## src/rtl/usb_hid_report_gen.sv

```systemverilog
// usb_hid_report_gen
// Boot-protocol mouse report builder feeding the HID IN endpoint (EP1).
// Relative motion is accumulated with saturation. Each report is a snapshot
// of the buttons plus motion clamped to +/-127, and any residual carries into
// the next report. Bytes are streamed over a valid/ready handshake, and valid
// drops after the last byte to mark the packet end.
// Optional feature: define HID_WHEEL_EN for a 4-byte report that carries a
// saturating 8-bit wheel accumulator in byte 3.
module usb_hid_report_gen #(
    parameter int ACC_W   = 16,
    parameter int MIN_GAP = 4
) (
    input  logic             clk,
    input  logic             rst_n,
    input  logic             usb_configured,
    input  logic [2:0]       buttons,
    input  logic             mv_valid,
    input  logic [ACC_W-1:0] mv_dx,
    input  logic [ACC_W-1:0] mv_dy,
    input  logic [7:0]       mv_wheel,
    output logic [7:0]       hid_tx_data,
    output logic             hid_tx_valid,
    input  logic             hid_tx_ready,
    output logic             report_pending
);

    typedef enum logic [1:0] {
        ST_IDLE,
        ST_SNAP,
        ST_SEND,
        ST_GAP
    } state_t;

    // Accumulator limits are symmetric, so -(2^(ACC_W-1)) is never stored.
    localparam logic signed [ACC_W:0]   ACC_MAX  = {2'b00, {(ACC_W-1){1'b1}}};
    localparam logic signed [ACC_W:0]   ACC_MIN  = -ACC_MAX;
    localparam logic signed [ACC_W-1:0] REP_MAX  = ACC_W'(127);
    localparam logic signed [ACC_W-1:0] REP_MIN  = -REP_MAX;
    localparam logic [7:0]              GAP_LAST = 8'(MIN_GAP - 1);
`ifdef HID_WHEEL_EN
    localparam logic [1:0]              LAST_IDX = 2'd3;
`else
    localparam logic [1:0]              LAST_IDX = 2'd2;
`endif

    state_t           r_state;
    logic [1:0]       r_idx;
    logic [7:0]       r_gap;
    logic [7:0]       r_data;
    logic             r_valid;
    logic [7:0]       r_byte1;
    logic [7:0]       r_byte2;
    logic [2:0]       r_last_buttons;
    logic [ACC_W-1:0] r_acc_x;
    logic [ACC_W-1:0] r_acc_y;

    logic                  w_snap;
    logic                  w_pending;
    logic                  w_w_nz;
    logic [7:0]            w_rep_x;
    logic [7:0]            w_rep_y;
    logic signed [ACC_W:0] w_ax_ext;
    logic signed [ACC_W:0] w_ay_ext;
    logic signed [ACC_W:0] w_dx_add;
    logic signed [ACC_W:0] w_dy_add;
    logic signed [ACC_W:0] w_rx_sub;
    logic signed [ACC_W:0] w_ry_sub;
    logic signed [ACC_W:0] w_x_sum;
    logic signed [ACC_W:0] w_y_sum;
    logic [7:0]            w_next_byte;

    // Saturate an ACC_W+1 bit intermediate back into the accumulator range.
    function automatic logic [ACC_W-1:0] sat_acc(input logic signed [ACC_W:0] v);
        if (v > ACC_MAX) begin
            return ACC_MAX[ACC_W-1:0];
        end else if (v < ACC_MIN) begin
            return ACC_MIN[ACC_W-1:0];
        end
        return v[ACC_W-1:0];
    endfunction

    // Portion of an accumulator that fits in one report byte.
    function automatic logic [7:0] clamp_rep(input logic [ACC_W-1:0] a);
        logic signed [ACC_W-1:0] s;
        s = $signed(a);
        if (s > REP_MAX) begin
            return 8'h7F;
        end else if (s < REP_MIN) begin
            return 8'h81;
        end
        return a[7:0];
    endfunction

    assign w_snap  = (r_state == ST_SNAP);
    assign w_rep_x = clamp_rep(r_acc_x);
    assign w_rep_y = clamp_rep(r_acc_y);

    // One adder per axis: plain accumulate, or subtract the reported part during SNAP.
    assign w_ax_ext = $signed({r_acc_x[ACC_W-1], r_acc_x});
    assign w_ay_ext = $signed({r_acc_y[ACC_W-1], r_acc_y});
    assign w_dx_add = mv_valid ? $signed({mv_dx[ACC_W-1], mv_dx}) : '0;
    assign w_dy_add = mv_valid ? $signed({mv_dy[ACC_W-1], mv_dy}) : '0;
    assign w_rx_sub = w_snap ? $signed({{(ACC_W-7){w_rep_x[7]}}, w_rep_x}) : '0;
    assign w_ry_sub = w_snap ? $signed({{(ACC_W-7){w_rep_y[7]}}, w_rep_y}) : '0;
    assign w_x_sum  = w_ax_ext - w_rx_sub + w_dx_add;
    assign w_y_sum  = w_ay_ext - w_ry_sub + w_dy_add;

`ifdef HID_WHEEL_EN
    logic [7:0]      r_acc_w;
    logic [7:0]      r_byte3;
    logic signed [8:0] w_w_base;
    logic signed [8:0] w_w_add;
    logic signed [8:0] w_w_sum;
    logic [7:0]      w_w_new;

    // The wheel is fully consumed by each report, so SNAP restarts it from zero.
    assign w_w_base = w_snap ? '0 : $signed({r_acc_w[7], r_acc_w});
    assign w_w_add  = mv_valid ? $signed({mv_wheel[7], mv_wheel}) : '0;
    assign w_w_sum  = w_w_base + w_w_add;
    assign w_w_new  = (w_w_sum > 9'sd127)  ? 8'h7F :
                      (w_w_sum < -9'sd127) ? 8'h81 : w_w_sum[7:0];
    assign w_w_nz   = (r_acc_w != 8'h00);
`else
    logic w_unused_wheel;

    assign w_unused_wheel = ^mv_wheel;
    assign w_w_nz         = 1'b0;
`endif

    assign w_pending = (r_acc_x != '0) | (r_acc_y != '0) | w_w_nz |
                       (buttons != r_last_buttons);

    // Select the report byte that follows the one currently on the bus.
    always_comb begin
        // NOTE: a default before the case means every path assigns, so no latch is inferred.
        w_next_byte = 8'h00;
        case (r_idx)
            2'd0:    w_next_byte = r_byte1;
            2'd1:    w_next_byte = r_byte2;
`ifdef HID_WHEEL_EN
            2'd2:    w_next_byte = r_byte3;
`endif
            default: w_next_byte = 8'h00;
        endcase
    end

    // Motion accumulators: always summing; flushed while unconfigured.
    always_ff @(posedge clk or negedge rst_n) begin
        if (!rst_n) begin
            // NOTE: state uses non-blocking assignments so every register samples pre-edge values.
            r_acc_x <= '0;
            r_acc_y <= '0;
`ifdef HID_WHEEL_EN
            r_acc_w <= '0;
`endif
        end else if (!usb_configured) begin
            r_acc_x <= '0;
            r_acc_y <= '0;
`ifdef HID_WHEEL_EN
            r_acc_w <= '0;
`endif
        end else begin
            r_acc_x <= sat_acc(w_x_sum);
            r_acc_y <= sat_acc(w_y_sum);
`ifdef HID_WHEEL_EN
            r_acc_w <= w_w_new;
`endif
        end
    end

    // Report FSM: snapshot, byte streaming with registered handshake outputs, inter-report gap.
    always_ff @(posedge clk or negedge rst_n) begin
        if (!rst_n) begin
            r_state        <= ST_IDLE;
            r_idx          <= '0;
            r_gap          <= '0;
            r_data         <= '0;
            r_valid        <= 1'b0;
            r_byte1        <= '0;
            r_byte2        <= '0;
            r_last_buttons <= '0;
`ifdef HID_WHEEL_EN
            r_byte3        <= '0;
`endif
        end else if (!usb_configured) begin
            // Abandon any partial report; nothing is resumed after reconfiguration.
            r_state        <= ST_IDLE;
            r_idx          <= '0;
            r_gap          <= '0;
            r_data         <= '0;
            r_valid        <= 1'b0;
            r_last_buttons <= '0;
        end else begin
            case (r_state)
                ST_IDLE: begin
                    if (w_pending) begin
                        r_state <= ST_SNAP;
                    end
                end
                ST_SNAP: begin
                    r_byte1        <= w_rep_x;
                    r_byte2        <= w_rep_y;
`ifdef HID_WHEEL_EN
                    r_byte3        <= r_acc_w;
`endif
                    r_last_buttons <= buttons;
                    r_idx          <= '0;
                    r_data         <= {5'b0, buttons};
                    r_valid        <= 1'b1;
                    r_state        <= ST_SEND;
                end
                ST_SEND: begin
                    if (hid_tx_ready) begin
                        if (r_idx == LAST_IDX) begin
                            r_valid <= 1'b0;
                            r_data  <= '0;
                            r_gap   <= '0;
                            r_state <= ST_GAP;
                        end else begin
                            r_idx  <= r_idx + 2'd1;
                            r_data <= w_next_byte;
                        end
                    end
                end
                ST_GAP: begin
                    if (r_gap == GAP_LAST) begin
                        r_state <= ST_IDLE;
                    end else begin
                        r_gap <= r_gap + 8'd1;
                    end
                end
                default: r_state <= ST_IDLE;
            endcase
        end
    end

    assign hid_tx_data    = r_data;
    assign hid_tx_valid   = r_valid;
    assign report_pending = w_pending;

endmodule

```

## config.mk

```make
export PLATFORM = sky130hd
export DESIGN_NAME = usb_hid_report_gen
export DESIGN_NICKNAME = d
export VERILOG_FILES = /design/src/rtl/usb_hid_report_gen.sv
export SDC_FILE = /design/constraint.sdc
export NUM_CORES = 1
export LEC_CHECK = 0
export CORE_MARGIN = 3
export CORE_UTILIZATION = 50
export CTS_CLUSTER_DIAMETER = 200
export DETAILED_ROUTE_END_ITERATION = 12
export PLACE_DENSITY_LB_ADDON = 0.2
export SLEW_MARGIN = 5
export SYNTH_ARGS = -nofsm -noshare
export SYNTH_HDL_FRONTEND = slang
export SYNTH_SLANG_ARGS = --single-unit
```

## constraint.sdc

```tcl
create_clock -name clk -period 5.3 [get_ports clk]
set_input_delay 0.795 -clock clk [delete_from_list [all_inputs] [get_ports clk]]
set_output_delay 0.795 -clock clk [all_outputs]
set_load 0.01 [all_outputs]
```

==> reports/metrics.cfg, run 1 <==
[global_route]
grt_max_degree=49
first_global_vias=4896
grt_use_total=0.2134
gr-total-overflow=0
grt_pass1_wl_mm=22.61
antenna_found_initial=0

[synth]
ys_warn_count=0
syn_avg_cell_area_sq_um=8.635
synth_xor_area_frac=0.05205
synthCells=682
synthDistinctLibCells=56
mappedNetlistArea_sq_um=5889
synth_seq_cells=72
synth_edf_count=0
synth-seq-area-share=0.3059
synth_fa_ha_area_frac=0.1980
synthArstFlopShare=1.000
synth_top_family_by_area=adder cells
synth-simple-area-share=0.1850
synth_compound_area_frac=0.1755
syn_nets=804
synth_flop_cell=dfrtp_1
synthMuxAreaShare=0.01615

[cts]
cts_max_level=3
cts_tree=built
insertion_delay_ns=0.33
cts_made_buffers=9
cts_buffer_depth=2
cts_hold_buffers=0
clock-sinks=72
clk_pin_slew_ns=0.06
cts_root_buf=clkbuf_16

[hold_path]
min_path_type=primary input to async pin

[critical_path]
cp_max_fo=18
worstSetupPathType=flop to flop
ff2ff_path_depth=17
cp.arrival_ns=5.21
endpoint_kind=flop
r2r_end=r_acc_y[1]
cp.required_ns=5.51
critPathLaunchType=flop
r2r_setup_slack_ns=0.30
reg2reg_from=r_acc_y[2]

[timing]
setup_ws_ns=0.3024
fmax_mhz=200.1
finalCritPeriodShare=0.9429
maxSlewHeadroom=0.5341
finalHoldViolCount=0
min_period_ns=4.998
clock-skew-final_ns=0.007319
report.final.slew_viol_count=0
worstMarginPinSlew_ns=0.6989
tns_ns=0
rsz0062_at_grt=no
finalSetupViolCount=0

[finish]
n_fill_cell=1004
fin_nets=855
final_common_cell=inv_1
layout-drive-gt1-share=0.05691
layout-area-overhead-vs-synth_pct=16.83
diodes=0
mostFrequentLayoutCells=inv_1 (83), nand2_1 (79), dfrtp_1 (72)
fin_util=0.6000

[run_status]
status=finished, final reports clean

[floorplan]
dieArea_sq_um=13120
ios=58
start_util=0.5136
rows=39
core-area_sq_um=11470
die_y_um=114.5
die-width_um=114.5

[placed_design]
place_congestion=0.8910
dp_hpwl_mm=10.51
io_buffers=49
pre_cts_ws_ns=0.1347

[route]
drt_iter0_markers=262
routed_wl_mm=13.22
vias=4939
routed_via_density=5.606
ant_nets=0
detail_route.wl_per_cell_um=15.00
first_pass_iters=5
drc_errors=0

[job]
maxCapViolCount=0

[logic make-up (layout without fill, tap and decap cells)]
family | after synthesis | after routing
compound gates | 161 | 161
xor+xnor | 35 | 35
fa+ha+maj | 74 | 74
buf+inv | 105 | 161
flops | 72 | 72
mux | 9 | 9
simple gates | 226 | 226
[flip-flops by register name, summed over array words and instances, names as in the netlist]
name and flops:
r_idx 2, r_byte2 8, r_last_buttons 3, r_state 2
hid_tx_valid 1, r_gap 8, r_acc_y 16, r_acc_x 16
r_byte1 8, hid_tx_data 8
[worst max-delay path, cell delays in order (launching register included)]
cell      delay, ns
dfrtp_1        0.41
or4_1          0.58
nor4_4         0.20
o31ai_1        0.16
a21oi_1        0.20
nor2b_1        0.09
fa_1           0.51
inv_1          0.07
fa_1           0.46
a21o_1         0.23
a311o_1        0.40
a22o_2         0.29
a221oi_4       0.28
mux2i_1        0.21
nand4_1        0.11
buf_4          0.21
and3_1         0.19
a311o_1        0.26
[worst max-delay path by stage]
stage                    start         end  slack, ns  cells after the start
floorplan           r_acc_y[2]  r_acc_y[1]       0.37                     17
global placement    r_acc_y[2]  r_acc_y[1]       0.31                     17
detailed placement  r_acc_y[2]  r_acc_y[1]       0.13                     17
CTS                 r_acc_y[2]  r_acc_y[1]       0.12                     17
global route        r_acc_y[2]  r_acc_y[9]      0.009                     17
finish              r_acc_y[2]  r_acc_y[1]       0.30                     17
[cell usage after synthesis (14+ instances only)]
| cell type | instances | area, sq um |
|---|---|---|
| a21o_1 | 18 | 135.1 |
| a21oi_1 | 30 | 150.1 |
| clkbuf_1 | 18 | 67.56 |
| dfrtp_1 | 72 | 1802 |
| fa_1 | 32 | 640.6 |
| ha_1 | 42 | 525.5 |
| inv_1 | 83 | 311.6 |
| nand2_1 | 79 | 296.5 |
| nand3_1 | 14 | 70.07 |
| nor2_1 | 50 | 187.7 |
| nor3_1 | 14 | 70.07 |
| o21ai_0 | 51 | 255.2 |
| xnor2_1 | 14 | 122.6 |
| xor2_1 | 21 | 183.9 |
[per-stage QoR]
step           hold slack (ns)  instance area [sq um]  std cells
2_1_floorplan           0.4505                   5889        682
4_1_cts                 0.4640                   6857        880
6_report                0.4541                   6880        881
3_3_place_gp            0.4628                   6584        864
3_5_place_dp            0.4713                   6584        864
5_1_grt                 0.4917                   6880        881
[metal layers]
layer  up-vias  GRT usage  part of all wire
met5         -          0                 0
met2       106     0.3558              0.48
met3        26    0.02167             0.041
met1      2357     0.2852              0.46
met4         0    0.08472             0.024
li1       2450          -                 -
[timing repair]
action / 4_1_cts / 5_1_grt
endpoints found under the hold margin: 0 / 0
gates resized for setup: 0 / 3
buffers inserted: 0 / 1
setup endpoints to repair: 0 / 14
[layout make-up]
cell class,instances,area (sq um),share of cell area
Tap cell,143,178.9,0.02600
Timing Repair Buffer,62,608.1,0.08838
Inverter,83,311.5,0.04528
Sequential cell,72,1802,0.2619
Clock buffer,9,225.2,0.03273
Clock inverter,7,47.55,0.006910
Multi-Input combinational cell,505,3707,0.5388
Power of run 1 is left out: the tool's default activity adds up to more than one toggle a clock period on the data nets, which glitch-free logic cannot reach.
==> run 2, diff against run 1 <==
RECOVER_POWER = 25   (was not set)
==> reports/metrics.cfg, run 2 (same netlist as run 1, synthesis figures left out) <==
[run_status]
status=complete, but fails checks
violations=capacitance limit, slew limit

[global_route]
grt_max_degree=49
antenna_found_initial=0
grt_use_total=0.2134
gr-total-overflow=0
met3_usage=0.02167
grt_pass1_wl_mm=22.61
grt_use_met1=0.2852
first_global_vias=4896
grt_use_met2=0.3558
grt.busiest_layer=met2

[timing]
tns_ns=0
rsz0062_at_grt=no
report.final.slew_viol_count=49
fmax_mhz=200.1
maxSlewHeadroom=-0.6783
worstMarginPinSlew_ns=2.517
clock-skew-final_ns=0.007319
holdWs_ns=0.4750
finalSetupViolCount=0
finalHoldViolCount=0
min_period_ns=4.998
finalCritPeriodShare=0.9429

[critical_path]
cp_max_fo=18
cp.required_ns=5.51
crit_buf_inv=2
reg2reg_from=r_acc_y[2]
crit_path_cell_trace=or4_1 -> nor4_4 -> o31ai_1 -> a21oi_1 -> nor2b_1 -> fa_1 -> inv_1 -> fa_1 -> a21o_1 -> a311o_1 -> a22o_2 -> a221oi_4 -> mux2i_1 -> nand4_1 -> buf_4 -> and3_1 -> a311o_1
worstSetupPathType=flop to flop
critPathTopFamily=compound AO/OA/AOI/OAI gates
slowest_delay_ns=0.58
r2r_end=r_acc_y[1]
cp.arrival_ns=5.21
ff2ff_path_depth=17
slowest_stage=or4_1
endpoint_kind=flop
r2r_setup_slack_ns=0.30
critPathLaunchType=flop

[finish]
layout-drive-gt1-share=0.05420
mostFrequentLayoutCells=inv_1 (83), nand2_1 (79), dfrtp_1 (72)
reg_top3=r_acc_x x16, r_acc_y x16
n_fill_cell=1004
final_common_cell=inv_1
fin_nets=855
layout-area-overhead-vs-synth_pct=16.74
diodes=0

[hold_path]
holdPathEnd=r_byte1[3]
min_from=r_byte1[3]
min_path_type=flop to flop
hold_path_depth=2

[cts]
cts_max_level=3
clock-sinks=72
cts_made_buffers=9
cts_buffer_depth=2
clk_pin_slew_ns=0.06
insertion_delay_ns=0.33
cts_hold_buffers=0
cts_root_buf=clkbuf_16
cts_tree=built

[floorplan]
core-area_sq_um=11470
dieArea_sq_um=13120
die_y_um=114.5
start_util=0.5136
rows=39
ios=58
die-width_um=114.5

[job]
maxCapViolCount=1

[route]
vias=4938
first_pass_iters=5
ant_nets=0
routed_wl_mm=13.22
drc_errors=0
drt_iter0_markers=261
routed_via_density=5.605
detail_route.wl_per_cell_um=15.00

[placed_design]
place_congestion=0.8910
io_buffers=49
dp_hpwl_mm=10.51

-- run 2: cell type report --
cell class / count / area, sq um / area share
sequential: 72 / 1802 / 0.2621
clock buffer: 9 / 225.2 / 0.03276
inverter: 83 / 311.5 / 0.04531
clock inverter: 7 / 47.55 / 0.006915
timing repair buffer: 62 / 603.1 / 0.08772
multi-input combinational: 505 / 3707 / 0.5392
tap: 143 / 178.9 / 0.02602
-- run 2: how the worst max path moves through the flow --
stage                     startpoint         end  cells past startpoint
after floorplan           r_acc_y[2]  r_acc_y[1]                     17
after global placement    r_acc_y[2]  r_acc_y[1]                     17
after detailed placement  r_acc_y[2]  r_acc_y[1]                     17
after CTS                 r_acc_y[2]  r_acc_y[1]                     17
after global routing      r_acc_y[2]  r_acc_y[9]                     17
final                     r_acc_y[2]  r_acc_y[1]                     17
-- run 2: repair_timing --
item | 4_1_cts | 5_1_grt
gates resized for setup | 0 | 3
setup endpoints to repair | 0 | 14
buffers inserted | 0 | 1
-- run 2: through the flow --
stage                     setup slack (ns)  cell area (sq um)  instances  utilization
after global routing              0.009111               6875        881       0.5996
after detailed placement            0.1347               6584        864       0.5741
final                               0.3024               6875        881       0.5996
after global placement              0.3132               6584        864       0.5741
after floorplan                     0.3710               5889        682            -
after CTS                           0.1184               6857        880       0.5979
-- run 2: per-layer routing --
layer / wire length (um) / vias to the layer above
li1: - / 2450
met1: 6002 / 2353
met2: 6339 / 109
met3: 550 / 26
met4: 321 / 0
met5: 0 / -
-- run 2: worst min-delay path, cell delays in order (launching register included) --
cell and delay (ns):
dfrtp_1 0.34, nand2_1 0.05, o21ai_0 0.06
Power of run 2 is left out for the same reason.
